### config.mk
export PLATFORM = sky130hd
export DESIGN_NAME = seg7_mux_display
export DESIGN_NICKNAME = d
export VERILOG_FILES = /design/src/rtl/seg7_pkg.sv /design/src/rtl/bin2bcd_seq.sv /design/src/rtl/seg7_mux_display.sv
export SDC_FILE = /design/constraint.sdc
export NUM_CORES = 1
export LEC_CHECK = 0
export BUFFER_PORTS_ARGS = -buffer_cell sky130_fd_sc_hd__buf_2
export CAP_MARGIN = 5
export CORE_ASPECT_RATIO = 0.5
export CORE_MARGIN = 4
export CORE_UTILIZATION = 55
export CTS_BUF_LIST = sky130_fd_sc_hd__clkbuf_8
export DETAILED_ROUTE_END_ITERATION = 8
export PLACE_DENSITY = 0.75
export SYNTH_ARGS = -nofsm -noshare
export SYNTH_HDL_FRONTEND = slang
export SYNTH_SLANG_ARGS = --single-unit
### constraint.sdc
create_clock -name clk -period 3.8 [get_ports clk]
set_clock_uncertainty 0.05 [all_clocks]
set_input_delay 0.76 -clock clk [delete_from_list [all_inputs] [get_ports clk]]
set_output_delay 0.76 -clock clk [all_outputs]
set_load 0.02 [all_outputs]
### src/rtl/seg7_pkg.sv
// rtl/seg7_pkg.sv - segment patterns, FSM state type and sizing helper for the 7-segment display
package seg7_pkg;

    // Active-low {g,f,e,d,c,b,a}
    localparam logic [6:0] SEG_BLANK = 7'b1111111;
    localparam logic [6:0] SEG_DASH  = 7'b0111111;
    localparam logic [6:0] SEG_0     = 7'b1000000;

    // Packed so that SEG_HEX[n] is the glyph for nibble n
    localparam logic [15:0][6:0] SEG_HEX = {
        7'b0001110,  // F
        7'b0000110,  // E
        7'b0100001,  // d
        7'b1000110,  // C
        7'b0000011,  // b
        7'b0001000,  // A
        7'b0010000,  // 9
        7'b0000000,  // 8
        7'b1111000,  // 7
        7'b0000010,  // 6
        7'b0010010,  // 5
        7'b0011001,  // 4
        7'b0110000,  // 3
        7'b0100100,  // 2
        7'b1111001,  // 1
        SEG_0        // 0
    };

    typedef enum logic {
        ST_IDLE    = 1'b0,
        ST_CONVERT = 1'b1
    } seg7_state_e;

    // Decimal digits needed to hold any w-bit unsigned value (log10(2) ~ 0.30103)
    function automatic int bcd_digits(input int w);
        return (w * 30103) / 100000 + 1;
    endfunction

endpackage

### src/rtl/bin2bcd_seq.sv
// rtl/bin2bcd_seq.sv - sequential shift-add-3 binary to BCD converter, one input bit per cycle
module bin2bcd_seq
    import seg7_pkg::*;
#(
    parameter int VALUE_W = 8,
    parameter int DIGITS  = 4
) (
    input  logic                  clk,
    input  logic                  reset,
    input  logic                  start,
    input  logic [VALUE_W-1:0]    value,
    output logic                  busy,
    output logic                  done,
    output logic [4*DIGITS-1:0]   bcd,
    output logic                  overflow
);

    localparam int BCD_D = bcd_digits(VALUE_W);
    localparam int EXT_D = (BCD_D > DIGITS) ? BCD_D : DIGITS;
    localparam int CNT_W = $clog2(VALUE_W + 1);

    logic [VALUE_W-1:0]  shift_q;
    logic [4*BCD_D-1:0]  bcd_q;
    logic [4*BCD_D-1:0]  bcd_adj;
    logic [4*BCD_D-1:0]  bcd_step;
    logic [4*EXT_D-1:0]  bcd_ext;
    logic [CNT_W-1:0]    cnt_q;

    // done/bcd/overflow reflect the final step combinationally so the caller
    // can capture the result on the same edge that busy falls
    always_comb begin
        bcd_adj = bcd_q;
        for (int d = 0; d < BCD_D; d++) begin
            if (bcd_q[4*d +: 4] >= 4'd5) begin
                bcd_adj[4*d +: 4] = bcd_q[4*d +: 4] + 4'd3;
            end
        end
        bcd_step = (bcd_adj << 1) | (4*BCD_D)'(shift_q[VALUE_W-1]);
        bcd_ext  = (4*EXT_D)'(bcd_step);
    end

    assign done     = busy && (cnt_q == CNT_W'(VALUE_W - 1));
    assign bcd      = bcd_ext[4*DIGITS-1:0];
    assign overflow = |(bcd_ext >> (4*DIGITS));

    always_ff @(posedge clk) begin
        if (reset) begin
            busy    <= 1'b0;
            cnt_q   <= '0;
            shift_q <= '0;
            bcd_q   <= '0;
        end else if (start && !busy) begin
            busy    <= 1'b1;
            cnt_q   <= '0;
            shift_q <= value;
            bcd_q   <= '0;
        end else if (busy) begin
            shift_q <= shift_q << 1;
            bcd_q   <= bcd_step;
            cnt_q   <= cnt_q + 1'b1;
            if (done) begin
                busy <= 1'b0;
            end
        end
    end

endmodule

### src/rtl/seg7_mux_display.sv
// rtl/seg7_mux_display.sv - multiplexed hex/decimal 7-segment driver; SEG7_DP_EN adds decimal points
module seg7_mux_display
    import seg7_pkg::*;
#(
    parameter int DIGITS      = 4,
    parameter int VALUE_W     = 8,
    parameter int REFRESH_DIV = 20000
) (
    input  logic                clk,
    input  logic                reset,
    input  logic [VALUE_W-1:0]  value,
    input  logic                value_valid,
    input  logic                mode,
    input  logic                blank_lz,
`ifdef SEG7_DP_EN
    input  logic [DIGITS-1:0]   dp_mask,
    output logic                dp,
`endif
    output logic [6:0]          seg7,
    output logic [DIGITS-1:0]   select,
    output logic                busy,
    output logic                overflow
);

    localparam int PSC_W = $clog2(REFRESH_DIV);
    localparam int IDX_W = (DIGITS > 1) ? $clog2(DIGITS) : 1;
    localparam int PAD_W = (VALUE_W > 4*DIGITS) ? VALUE_W : 4*DIGITS;

    seg7_state_e          state_q;
    seg7_state_e          state_d;
    logic                 in_convert;
    logic                 accept;
    logic                 conv_start;
    logic                 conv_busy;
    logic                 conv_done;
    logic                 conv_ovf;
    logic [4*DIGITS-1:0]  conv_bcd;
    logic [PAD_W-1:0]     value_ext;
    logic                 hex_ovf;
    logic                 blank_q;
    logic [4*DIGITS-1:0]  src_digits;
    logic                 src_blank;
    logic                 src_dash;
    logic                 lead_zero;
    logic                 load_disp;
    logic                 ovf_d;
    logic [PSC_W-1:0]     psc_q;
    logic [IDX_W-1:0]     idx_q;
    logic [6:0]           disp_q [DIGITS];
    logic [6:0]           disp_d [DIGITS];

    assign in_convert = (state_q == ST_CONVERT);
    assign busy       = in_convert;
    assign accept     = (state_q == ST_IDLE) && value_valid;
    assign conv_start = accept && mode;

    always_comb begin
        state_d = state_q;
        case (state_q)
            ST_IDLE:    if (conv_start) state_d = ST_CONVERT;
            ST_CONVERT: if (conv_done || !conv_busy) state_d = ST_IDLE;
            default:    state_d = ST_IDLE;
        endcase
    end

    bin2bcd_seq #(
        .VALUE_W (VALUE_W),
        .DIGITS  (DIGITS)
    ) u_bin2bcd (
        .clk      (clk),
        .reset    (reset),
        .start    (conv_start),
        .value    (value),
        .busy     (conv_busy),
        .done     (conv_done),
        .bcd      (conv_bcd),
        .overflow (conv_ovf)
    );

    assign value_ext = PAD_W'(value);
    assign hex_ovf   = |(value_ext >> (4*DIGITS));
    assign load_disp = (accept && !mode) || conv_done;
    assign ovf_d     = in_convert ? conv_ovf : hex_ovf;

    // Hex loads come straight from the input; decimal loads from the converter
    // using the blank_lz captured when the strobe was accepted
    always_comb begin
        src_digits = in_convert ? conv_bcd : value_ext[4*DIGITS-1:0];
        src_blank  = in_convert ? blank_q : blank_lz;
        src_dash   = in_convert && conv_ovf;
        lead_zero  = 1'b1;
        disp_d     = '{default: SEG_BLANK};
        for (int i = DIGITS - 1; i >= 0; i--) begin
            if (src_digits[4*i +: 4] != 4'd0) begin
                lead_zero = 1'b0;
            end
            if (src_dash) begin
                disp_d[i] = SEG_DASH;
            end else if (src_blank && lead_zero && (i != 0)) begin
                disp_d[i] = SEG_BLANK;
            end else begin
                disp_d[i] = SEG_HEX[src_digits[4*i +: 4]];
            end
        end
    end

    always_ff @(posedge clk) begin
        if (reset) begin
            state_q  <= ST_IDLE;
            psc_q    <= '0;
            idx_q    <= '0;
            seg7     <= SEG_BLANK;
            select   <= '1;
            overflow <= 1'b0;
            blank_q  <= 1'b0;
            disp_q   <= '{default: SEG_0};
        end else begin
            state_q <= state_d;
            if (psc_q == PSC_W'(REFRESH_DIV - 1)) begin
                psc_q <= '0;
                idx_q <= (idx_q == IDX_W'(DIGITS - 1)) ? '0 : idx_q + 1'b1;
            end else begin
                psc_q <= psc_q + 1'b1;
            end
            select <= ~(DIGITS'(1) << idx_q);
            seg7   <= disp_q[idx_q];
            if (accept) begin
                blank_q <= blank_lz;
            end
            if (load_disp) begin
                disp_q   <= disp_d;
                overflow <= ovf_d;
            end
        end
    end

`ifdef SEG7_DP_EN
    logic [DIGITS-1:0] dp_mask_q;

    always_ff @(posedge clk) begin
        if (reset) begin
            dp_mask_q <= '0;
            dp        <= 1'b1;
        end else begin
            if (accept) begin
                dp_mask_q <= dp_mask;
            end
            dp <= ~dp_mask_q[idx_q];
        end
    end
`else
    // Without decimal points the scan path above drives every output.
`endif

endmodule

# After elaboration in Yosys (flattened, before gate mapping)
# Memories as Yosys holds them, arrays and structs flattened. A register that Yosys moved wholly into a read port is not among the register bits.
# Index checks and enable logic that the tools add are counted.
# totals
out_inout_bits	13
wordCells	82
register_bits	76
in_bits	13
mem_bits_ro	448
mem_count	4
# op_classes
shift	1
n_eq_ne	3
n_bitwise	4
n_addsub	6
n_reduce_logical	18
n_mux	26
n_lt_le_gt_ge	7
# memory_table
memory	depth	word_bits	rd	rd_clocked_by_memory_dff	wr	line	rtl
(name not given)	16	7	1	1	0	seg7_mux_display.sv:102	disp_d[i] = SEG_HEX[src_digits[4*i +: 4]];
(name not given)	16	7	1	0	0	seg7_mux_display.sv:102	
(name not given)	16	7	1	0	0	seg7_mux_display.sv:102	
(name not given)	16	7	1	0	0	seg7_mux_display.sv:102	
# ops
operator	count
two-way mux 7 bit	8
two-way mux 8 bit	2
adder 15 x 1 -> 15 bit, second input constant	1
equality test 15 bit, second input constant	1
binary-select mux 7 bit (select 2 bit)	1
>= comparator 4 x 3 -> 1 bit, second input constant	3
two-way mux 12 bit	1
bitwise OR 12 x 1 -> 12 bit	1
less-than comparator 4 x 5 -> 1 bit, second input constant	2
two-way mux 1 bit	9
adder 4 x 2 -> 4 bit, second input constant	2
logical AND 1 bit	8
two-way mux 4 bit	2
nonzero test 4 bit	2
less-than comparator 1 x 5 -> 1 bit, both inputs constant	1
adder 4 x 1 -> 4 bit, second input constant	1
equality test 4 x 3 -> 1 bit, second input constant	1
inverter 4 bit	1
nonzero test 4 bit, first input constant	1
OR reduction 2 bit	2
left shift 1 x 2 -> 4 bit, first input constant	1
adder 3 x 2 -> 3 bit, second input constant	1
>= comparator 3 bit, second input constant	1
two-way mux 3 bit	1
other kinds (9)	11

# Depth between registers and ports, before layout
# depth
depth_word	9
ltp_mapped	13
ltp_nobuf	13

# Cells and area by module
# A second synthesis with hierarchy kept.
# unflattened
hier_cells	566
area_unflattened_um2	5039.8
# by_module_without_submodules
mod	cells_each	area_per_inst_um2	seq_area_each_um2	n_inst
seg7_mux_display	400	3656.0	1181.1	1
bin2bcd_seq	166	1383.8	500.5	1

# Worst setup path before layout
# OpenSTA, ideal clock, no wires.
# synth_timing
kind	reg-to-reg
startpoint	register u_bin2bcd.bcd_q[5]
endpoint	register disp_q[20] (netlist bit)
setup_time_ns	0.124
arrival_time_ns	2.457
slack_ns	1.169
stages_incl_launch_ff	14
path_buffers	0
cell_sequence	dfxtp_1 > inv_1 > ha_1 > nand2b_2 > a21oi_1 > xnor2_1 > mux2i_1 > inv_1 > ha_1 > nand2_1 > o21ai_0 > o21ai_0 > a211oi_1 > a2111o_1
# synth_between
elab_chain_cells	9
elab_cells_between_ends	13
cone_classes	add/sub: 1; order compare: 1; mux: 6; bitwise: 1; reduce/logical: 3; memory: 1
# synth_rtl
item	line	rtl
from (decl)	bin2bcd_seq.sv:23	logic [4*BCD_D-1:0] bcd_q;
from (signal assigned)	bin2bcd_seq.sv:59	bcd_q <= bcd_step;
adder 4 x 2 -> 4 bit / >= comparator 4 x 3 -> 1 bit (equally long branches)	bin2bcd_seq.sv:35, bin2bcd_seq.sv:34	
two-way mux 4 bit (*)	bin2bcd_seq.sv:34	if (bcd_q[4*d +: 4] >= 4'd5) begin
bitwise OR 12 x 1 -> 12 bit (*)	bin2bcd_seq.sv:38	bcd_step = (bcd_adj << 1) | (4*BCD_D)'(shift_q[VALUE_W-1]);
two-way mux 12 bit (*)	seg7_mux_display.sv:88	src_digits = in_convert ? conv_bcd : value_ext[4*DIGITS-1:0];
branches (longest 4 deep; another with memory (16 x 7 bit))	n/a	
two-way mux 7 bit (*)	seg7_mux_display.sv:99	end else if (src_blank && lead_zero && (i != 0)) begin
to (signal assigned)	seg7_mux_display.sv:131	disp_q <= disp_d;
to (decl)	seg7_mux_display.sv:49	logic [6:0] disp_q [DIGITS];
# Every way passes the cells marked *. The select of a mux whose other input is x is not followed.
# A chain may end at the register's enable or synchronous reset.

# Worst setup path after layout
# Ends and elaborated chain as after synthesis.

==> flow_metrics.tcl <==
set metrics [dict create \
    seqCellArea_um2 1540 \
    syn_to_final_growth_pct 8.17 \
    grt_setup_unrepaired "false" \
    critical-path-top-delay-family "compound AO/OA/AOI/OAI gates" \
    crit_arrival_ns 3.19 \
    wl_per_cell_um 14.2 \
    drt_pass1_iterations 4 \
    hold_viol 0 \
    portBuffers 24 \
    post-place-ws_ns 0.831 \
    cts_sinks 77 \
    max_cap_violations 0 \
    syn_nets 554 \
    finalSetupTns_ns 0 \
    postSynth.asyncResetShare_pct 0 \
    finalNonFillerCells 639 \
    cts_root_buf "clkbuf_8" \
    rows 22 \
    place_inst 623 \
    core-area_um2 7570 \
    hold_path.class "flip-flop to flip-flop" \
    rr_startpoint "u_bin2bcd.bcd_q[5]" \
    gp_congestion 0.842 \
    ys_seq_area_share_pct 34.7 \
    cpPeakStageDelay_ns 0.44 \
    finalSetupViolCount 0 \
    fin_crit_sh_pct 78.7 \
    grt_pass1_vias 3133 \
    tightest_slew_ns 0.634 \
    min_from "blank_q" \
    cts_resized 0 \
    vias_per_cell 5.55 \
    fmax_ghz 0.334 \
    critPathLaunch "u_bin2bcd.bcd_q[5]" \
    slowest_stage "mux2i_1" \
    nFillCells 627 \
    avgSynthCellArea_um2 8.66 \
    synth_edf_count 0 \
    grt_max_degree 41 \
    grt_pass1_wl_um 15100 \
    insertion_delay_ns 0.36 \
    p_leak_uw 0.00181 \
    grt.total_usage_pct 19.3 \
    syn_area_um2 4440 \
    synthTopCellsByArea "dfxtp_1, ha_1, nor2_1" \
    antenna_left 0 \
    multiInputGateArea_um2 2670 \
    hold_buffers 0 \
    antenna_found_initial 0 \
    crit_chain "inv_1 > ha_1 > nand2b_2 > a21oi_1 > xnor2_1 > mux2i_1 > inv_1 > ha_1 > nand2_1 > o21ai_0 > o21ai_0 > a211oi_1 > a2111o_1" \
    gr-total-overflow 0 \
    synth.most_common_cell "dfxtp_1" \
    peakVddDrop_uv 231 \
    path_clk_slew_ns 0.08 \
    synthTopCellsByCount "dfxtp_1, nor2_1, nand2_1, a21oi_1, ha_1" \
    post_cts_buffers 0 \
    die_x_um 135 \
    dieHeight_um 71.5 \
    final_util_pct 63.5 \
    outcome "finished clean" \
    whs_ns 0.423 \
    htreeDepth 3 \
    crit_fanout 6 \
    cts_buffers 9 \
    fin_crit_ns 2.99 \
    slew_viol_final 0 \
    dp_hpwl_um 6560 \
    ys_ff_latch 77 \
    start_util_pct 58.7 \
    synth_flop_cell "dfxtp_1" \
    cts_tree "yes" \
    drt-initial-drc-count 248 \
    powerDensity_nw_per_um2 365 \
    ios 26 \
    required_ns 4.00 \
    synth_cell_type_count 72 \
    drive_gt1_share_pct 16.2 \
    yosysTopAreaCell "dfxtp_1" \
    finalNetCount 567 \
    diodes 0 \
    crit_type "flip-flop to flip-flop" \
    drcViolationCount 0 \
    die-area_um2 9660 \
    vias 3545 \
    relSlewSlack_pct 56.6 \
    ys_warn_count 0 \
    drt-total-wl_um 9080 \
    critPathBufInv 2 \
    end_kind "flip-flop" \
    fin_ws_ns 0.810 \
    synth_cells 513 \
    crit_path_start_kind "flip-flop" \
    clockBufferDepth 2 \
    synth_top_area_share_pct 34.7 \
]
## cell usage in the layout, fill, tap and decap left out, types with 3 or more instances in the layout
cell type / n
a211o_1: 3
a211oi_1: 7
a21oi_1: 37
a311oi_1: 10
a31oi_1: 5
a31oi_4: 3
and2_1: 3
buf_2: 24
buf_4: 8
clkbuf_8: 10
dfxtp_1: 77
ha_1: 28
inv_1: 21
mux2_2: 4
mux2i_1: 15
mux4_2: 6
nand2_1: 46
nand2b_1: 11
nand3_1: 22
nand4_1: 4
nor2_1: 66
nor3_1: 12
o211ai_1: 4
o21ai_0: 12
o21ai_1: 3
or2_2: 9
or3_1: 8
xnor2_1: 7
xor2_1: 9
## sequential cells by signal, indices dropped and copies added (netlist names)
| register | count |
|---|---|
| blank_q | 1 |
| busy | 1 |
| disp_q | 22 |
| idx_q | 2 |
| psc_q | 15 |
| seg7 | 7 |
| select | 4 |
| u_bin2bcd.bcd_q | 12 |
| u_bin2bcd.busy | 1 |
| u_bin2bcd.cnt_q | 4 |
| u_bin2bcd.shift_q | 8 |
## cell type report
class / count / area share [%]
clock buffers: 10 / 2.87
clock inverters: 6 / 1.33
inverters: 20 / 1.56
multi-input cells: 386 / 55.6
flip-flops and latches: 77 / 32.1
well taps: 108 / 2.81
repair buffers: 32 / 3.75
## report_power, final
| group | internal (uW) | total (uW) | switching [uW] |
|---|---|---|---|
| sequential | 841 | 864 | 22.5 |
| combinational | 104 | 263 | 159 |
| clock | 320 | 627 | 307 |
| total | 1270 | 1750 | 488 |
## stage by stage
stage          power [uW]  area [um2]
6_report             1750        4800
5_1_grt              1840        4800
4_1_cts              1770        4800
3_5_place_dp         1140        4600
3_3_place_gp         1140        4600
2_1_floorplan        1080        4440
## layer usage
| metal | global-route usage (%) | share of wire [%] | vias up |
|---|---|---|---|
| met2 | 29.7 | 43 | 74 |
| met3 | 4.63 | 4.4 | 8 |
| met1 | 27.3 | 52 | 1626 |
| met4 | 5.70 | 0.57 | 0 |
| li1 | - | - | 1837 |
| met5 | 0 | 0 | - |
## tightest hold or removal path, cell delays in order (launching register included)
cell and delay (ns):
dfxtp_1 0.32, nand2_1 0.05, a21oi_1 0.06
## kinds of logic (layout without fill, tap and decap cells)
kind of cell / Yosys count / count (layout) / share of synthesized area [%]
AO/OA/AOI/OAI: 113 / 113 / 19.0
other: 1 / 1 / 0.0844
flip-flops: 77 / 77 / 34.7
multiplexers: 26 / 26 / 7.69
buffers and inverters: 50 / 68 / 5.16
XOR/XNOR: 17 / 17 / 3.52
AND/OR/NAND/NOR: 201 / 201 / 21.9
adder cells (fa/ha/maj): 28 / 28 / 7.89
## path summary, 6_finish.rpt
check / end / slack (ns) / cells after the start
setup / recovery: disp_q[20] / 0.81 / 13
hold / removal: blank_q / 0.42 / 2
setup reg to reg: disp_q[20] / 0.81 / 13
hold reg to reg: blank_q / 0.42 / 2
Power figures use the tool's default switching activity.
